--- config.mk ---
export PLATFORM = sky130hd
export DESIGN_NAME = sdram_rd_check
export DESIGN_NICKNAME = d
export VERILOG_FILES = /design/src/rtl/sdram_test_pkg.sv /design/src/rtl/sdram_rd_pattern_ref.sv /design/src/rtl/sdram_rd_check.sv
export SDC_FILE = /design/constraint.sdc
export NUM_CORES = 1
export LEC_CHECK = 0
export ABC_AREA = 1
export CELL_PAD_IN_SITES_DETAIL_PLACEMENT = 1
export CELL_PAD_IN_SITES_GLOBAL_PLACEMENT = 1
export CORE_MARGIN = 3
export CORE_UTILIZATION = 41
export DETAILED_ROUTE_END_ITERATION = 7
export GPL_TIMING_DRIVEN = 0
export PLACE_DENSITY_LB_ADDON = 0.1
export REMOVE_ABC_BUFFERS = 1
export SYNTH_ARGS = -nofsm -noshare
export SYNTH_HDL_FRONTEND = slang
export SYNTH_SLANG_ARGS = --single-unit
--- constraint.sdc ---
create_clock -name SYSCLK -period 2.2 [get_ports SYSCLK]
set_input_delay 0.44 -clock SYSCLK [delete_from_list [all_inputs] [get_ports SYSCLK]]
set_output_delay 0.44 -clock SYSCLK [all_outputs]
set_load 0.005 [all_outputs]
--- src/rtl/sdram_test_pkg.sv ---
// rtl/sdram_test_pkg.sv - shared constants and FSM encoding for the SDRAM test design
package sdram_test_pkg;

  typedef enum logic [2:0] {
    ST_IDLE,
    ST_WAIT,
    ST_READ,
    ST_FLUSH,
    ST_HALT
  } chk_state_e;

  localparam int          BURST_LEN_DEF = 8;
  localparam logic [15:0] PATTERN_SEED  = 16'h0000;
  localparam logic [15:0] ERR_CNT_MAX   = 16'hFFFF;

endpackage

--- src/rtl/sdram_rd_pattern_ref.sv ---
// rtl/sdram_rd_pattern_ref.sv - expected-pattern generator and word index counter
module sdram_rd_pattern_ref
  import sdram_test_pkg::*;
#(
  parameter int DATA_W     = 16,
  parameter int TOTAL_LOG2 = 22
) (
  input  logic                  SYSCLK,
  input  logic                  RST_N,
  input  logic                  advance,
  output logic [DATA_W-1:0]     exp_data,
  output logic [TOTAL_LOG2-1:0] word_idx,
  output logic                  last_word
);

  always_ff @(posedge SYSCLK or negedge RST_N) begin
    if (!RST_N) begin
      exp_data <= DATA_W'(PATTERN_SEED);
      word_idx <= '0;
    end else if (advance) begin
      exp_data <= exp_data + DATA_W'(1);
      word_idx <= word_idx + TOTAL_LOG2'(1);
    end
  end

  assign last_word = &word_idx;

endmodule

--- src/rtl/sdram_rd_check.sv ---
// rtl/sdram_rd_check.sv - drains the SDRAM read FIFO in bursts and checks the 0,1,2,... pattern
// Optional first-mismatch capture: define CHK_ERR_CAPTURE_EN.
module sdram_rd_check
  import sdram_test_pkg::*;
#(
  parameter int DATA_W      = 16,
  parameter int BURST_LEN   = BURST_LEN_DEF,
  parameter int TOTAL_LOG2  = 22,
  parameter int USEDW_W     = 9,
  parameter int TIMEOUT_CYC = 50000
) (
  input  logic                  SYSCLK,
  input  logic                  RST_N,
  input  logic                  WR_DONE,
  input  logic [DATA_W-1:0]     RD_FIFO_DATA,
  input  logic [USEDW_W-1:0]    RD_FIFO_USEDW,
  output logic                  RD_FIFO_REQ,
  output logic                  CHK_BUSY,
  output logic                  CHK_DONE,
  output logic                  CHK_ERR,
  output logic [15:0]           ERR_CNT,
  output logic                  CHK_TIMEOUT,
  output logic [TOTAL_LOG2-1:0] ERR_FIRST_IDX,
  output logic [DATA_W-1:0]     ERR_FIRST_DATA
);

  localparam int BL_LOG2  = $clog2(BURST_LEN);
  localparam int BURSTS_W = TOTAL_LOG2 - BL_LOG2;
  localparam int IDLE_W   = $clog2(TIMEOUT_CYC + 1);

  chk_state_e            state, state_nxt;
  logic [IDLE_W-1:0]     idle_cnt;
  logic [BL_LOG2-1:0]    beat_cnt;
  logic [BURSTS_W-1:0]   burst_num;
  logic                  rd_vld;
  logic                  fifo_ready, wd_expired, burst_end, last_burst, mismatch;
  logic [DATA_W-1:0]     exp_data;
  logic [TOTAL_LOG2-1:0] word_idx;
  logic                  last_word;

  assign fifo_ready = RD_FIFO_USEDW >= USEDW_W'(BURST_LEN);
  assign wd_expired = idle_cnt == IDLE_W'(TIMEOUT_CYC);
  assign burst_end  = beat_cnt == BL_LOG2'(BURST_LEN - 1);
  assign last_burst = &burst_num;
  assign mismatch   = rd_vld && (RD_FIFO_DATA != exp_data);

  sdram_rd_pattern_ref #(
    .DATA_W    (DATA_W),
    .TOTAL_LOG2(TOTAL_LOG2)
  ) u_ref (
    .SYSCLK   (SYSCLK),
    .RST_N    (RST_N),
    .advance  (rd_vld),
    .exp_data (exp_data),
    .word_idx (word_idx),
    .last_word(last_word)
  );

  always_comb begin
    state_nxt   = state;
    RD_FIFO_REQ = 1'b0;
    CHK_BUSY    = 1'b0;
    case (state)
      ST_IDLE:  if (WR_DONE) state_nxt = ST_WAIT;
      ST_WAIT: begin
        CHK_BUSY = 1'b1;
        if (fifo_ready)      state_nxt = ST_READ;
        else if (wd_expired) state_nxt = ST_HALT;
      end
      ST_READ: begin
        CHK_BUSY    = 1'b1;
        RD_FIFO_REQ = 1'b1;
        if (burst_end) state_nxt = last_burst ? ST_FLUSH : ST_WAIT;
      end
      // the final word's data arrives one cycle after its request
      ST_FLUSH: begin
        CHK_BUSY  = 1'b1;
        state_nxt = ST_HALT;
      end
      ST_HALT:  state_nxt = ST_HALT;
      default:  state_nxt = ST_IDLE;
    endcase
  end

  always_ff @(posedge SYSCLK or negedge RST_N) begin
    if (!RST_N) begin
      state       <= ST_IDLE;
      idle_cnt    <= '0;
      beat_cnt    <= '0;
      burst_num   <= '0;
      rd_vld      <= 1'b0;
      CHK_DONE    <= 1'b0;
      CHK_ERR     <= 1'b0;
      ERR_CNT     <= '0;
      CHK_TIMEOUT <= 1'b0;
    end else begin
      state  <= state_nxt;
      rd_vld <= RD_FIFO_REQ;
      if (state == ST_WAIT) begin
        if (fifo_ready)      idle_cnt    <= '0;
        else if (wd_expired) CHK_TIMEOUT <= 1'b1;
        else                 idle_cnt    <= idle_cnt + IDLE_W'(1);
      end
      if (state == ST_READ) begin
        beat_cnt <= beat_cnt + BL_LOG2'(1);
        if (burst_end) burst_num <= burst_num + BURSTS_W'(1);
      end
      if (mismatch) begin
        CHK_ERR <= 1'b1;
        if (ERR_CNT != ERR_CNT_MAX) ERR_CNT <= ERR_CNT + 16'd1;
      end
      if (rd_vld && last_word) CHK_DONE <= 1'b1;
    end
  end

`ifdef CHK_ERR_CAPTURE_EN
  always_ff @(posedge SYSCLK or negedge RST_N) begin
    if (!RST_N) begin
      ERR_FIRST_IDX  <= '0;
      ERR_FIRST_DATA <= '0;
    end else if (mismatch && !CHK_ERR) begin
      ERR_FIRST_IDX  <= word_idx;
      ERR_FIRST_DATA <= RD_FIFO_DATA;
    end
  end
`else
  assign ERR_FIRST_IDX  = '0;
  assign ERR_FIRST_DATA = '0;
`endif

endmodule
==> results.toml <==
[run_status]
outcome = "finished clean"

[global_route]
track_usage_pct = 18.0
grt_pass1_vias = 5252
grt_pass1_wl_um = 24400
antenna_found_initial = 0
grt_overflow_total = 0
grt_start_max_net_pins = 65

[cells_and_area]
seq_area_um2 = 2480
areaGrowthSynthToFinish_pct = 15.2
layout_common_cells = "nand2_1 (242), dfrtp_1 (97), inv_1 (86)"
fillers = 1770
drive_above_1_share_pct = 8.48
nets = 868
final_common_cell = "nand2_1"
post-route-util_pct = 49.4
diodes = 0
final_cell_count_no_fill = 1017
multiInputGateArea_um2 = 3070

[place]
placed_cells = 1001
dp_slack_ns = -0.505
port_buffers = 45
gp_congestion = 0.834
hpwl_um = 10100

[setup_path]
cp-start-kind = "flop"
r2r-start = "ERR_CNT[0]"
r2r_slack_ns = 0.27
cp-end-kind = "primary output"
worstPathMaxFanout = 6
reg2reg_depth = 9
worstPathArrival_ns = 1.67
critPathRequiredTime_ns = 1.76
r2r-end = "ERR_CNT[14]"
critPathKind = "reg2out"

[power_and_ir_drop]
powerDensity_nw_per_um2 = 808
p_leak_uw = 0.00342
p_total_uw = 5660
ir_drop_mv = 0.478

[logic_synthesis]
post_synth.cell_area_avg_um2 = 7.76
synth_top_area_cell = "dfrtp_1"
synthCells = 784
ys_seq_elements = 99
yosysUniqueCellTypes = 41
ys_warn_count = 0
ys_top_cells_by_area = "dfrtp_1 (41%), nand2_1 (15%), inv_1 (5.4%)"
synth_top_area_share_pct = 40.7
ys_async_sr_fraction_pct = 100
synth-seq-area-share_pct = 40.7
synth_ff_type = "dfrtp_1"
syn_area_um2 = 6080
synth-edff-count = 0

[routing]
wl_um = 13800
detail-route-antenna-nets = 0
drt-initial-drc-count = 232
vias = 4962
post_drt_wl_per_cell_um = 13.6
drc = 0
via_per_inst = 4.88
dr.pass1.iters = 4

[floorplanning]
die-area_um2 = 16300
row_count = 43
num_io_pins = 87
core_area_um2 = 14200
die_h_um = 128
die_w_um = 128
start_util_pct = 42.8

[clocking]
path_clk_slew_ns = 0.07
cts_tree = "done"
clock_sinks = 99
root_buffer = "clkbuf_16"
numCtsBuffers = 9
htreeDepth = 3
clock_path_buffers = 2
postCtsHoldBufs = 0
postCtsSetupBuffers = 0
clock_latency_ns = 0.35

[timing]
relSlewSlack_pct = 65.7
setup_ws_ns = 0.0941
rsz0062_at_grt = "false"
worst_pin_slew_ns = 0.513
fin_tns_setup_ns = 0
hold_viol = 0
fmax_mhz = 475
period_minus_slack_ns = 2.11
fin_crit_sh_pct = 95.7
final-setup-viol-count = 0
fin_skew_ns = 0.00631
slew_violations = 0

[flow_run]
maxCapViolCount = 0

[min_path]
hold_class = "in2async"
-- worst max path at each step --
stage | start | endpoint
after floorplan | rd_vld | u_ref.exp_data[12]
after global placement | RST_N | idle_cnt[12]
after detailed placement | RD_FIFO_USEDW[3] | idle_cnt[6]
after CTS | state[2] | RD_FIFO_REQ
after global routing | state[2] | RD_FIFO_REQ
final | state[2] | RD_FIFO_REQ
-- report_power, final --
part	switching (µW)	total, µW	leakage, µW	internal, µW
Clock	728	2110	0.000193	1380
Combinational	691	1160	0.00189	472
Sequential	344	2400	0.00133	2050
-- cell type report --
class                           instances  share of cell area [%]
Clock buffer                           10                    3.41
Clock inverter                          6                    2.27
Inverter                               96                    5.18
Multi-Input combinational cell        580                    43.7
Sequential cell                        99                    35.4
Tap cell                              180                    3.21
Timing Repair Buffer                   46                    6.78
-- logic make-up after synthesis --
family,after synthesis,share of synthesized area [%]
simple gates,446,34.9
buf+inv,142,11.4
flops,99,40.7
xor+xnor,57,8.33
compound gates,31,2.94
fa+ha+maj,8,1.65
other cells,1,0.0616
-- critical path: stages (launching register included) --
cell,delay [ns]
dfrtp_2,0.45
nor2_4,0.15
nand2_4,0.10
inv_4,0.10
clkdlybuf4s50_1,0.50
-- flip-flops by register name, indices dropped and copies added (netlist names) --
| signal | count |
|---|---|
| u_ref.word_idx | 22 |
| burst_num | 19 |
| ERR_CNT | 16 |
| idle_cnt | 16 |
| u_ref.exp_data | 16 |
| beat_cnt | 3 |
| state | 3 |
| CHK_DONE | 1 |
| CHK_ERR | 1 |
| CHK_TIMEOUT | 1 |
| rd_vld | 1 |
-- per-layer routing --
metal | global-route usage (%) | share of wire (%) | vias up | routed length [µm]
li1 | - | - | 2481 | -
met1 | 22.3 | 45 | 2395 | 6200
met2 | 31.8 | 50 | 73 | 6920
met3 | 3.29 | 3.5 | 13 | 484
met4 | 5.37 | 1.4 | 0 | 200
met5 | 0 | 0 | - | 0
-- synth_stat cells (2+ instances only) --
cell	count
a21oi_1	4
buf_2	4
buf_4	38
buf_6	2
clkbuf_1	2
dfrtp_1	99
ha_1	8
inv_1	87
inv_2	9
nand2_1	243
nand2_2	8
nand3_1	40
nand3_2	2
nand3_4	4
nand3b_1	2
nand4_1	37
nor2_1	74
nor2_2	4
nor2_4	9
nor2_8	2
nor3_1	10
nor3_2	3
nor3_4	2
nor3b_1	2
o21ai_0	13
o21ai_1	6
o21bai_1	2
xnor2_1	19
xor2_1	37
-- repair_timing --
action / CTS / global route
pin swaps: 0 / 0
setup endpoints to repair: 14 / 6
gates resized for setup: 5 / 4
-- per-stage QoR --
stage	hold slack, ns	area [µm²]
after detailed placement	0.443	6590
final	0.0480	7010
after floorplan	0.144	5890
after CTS	0.0553	7000
after global placement	0.439	6560
after global routing	0.0757	7010
Power figures use the tool's default switching activity.
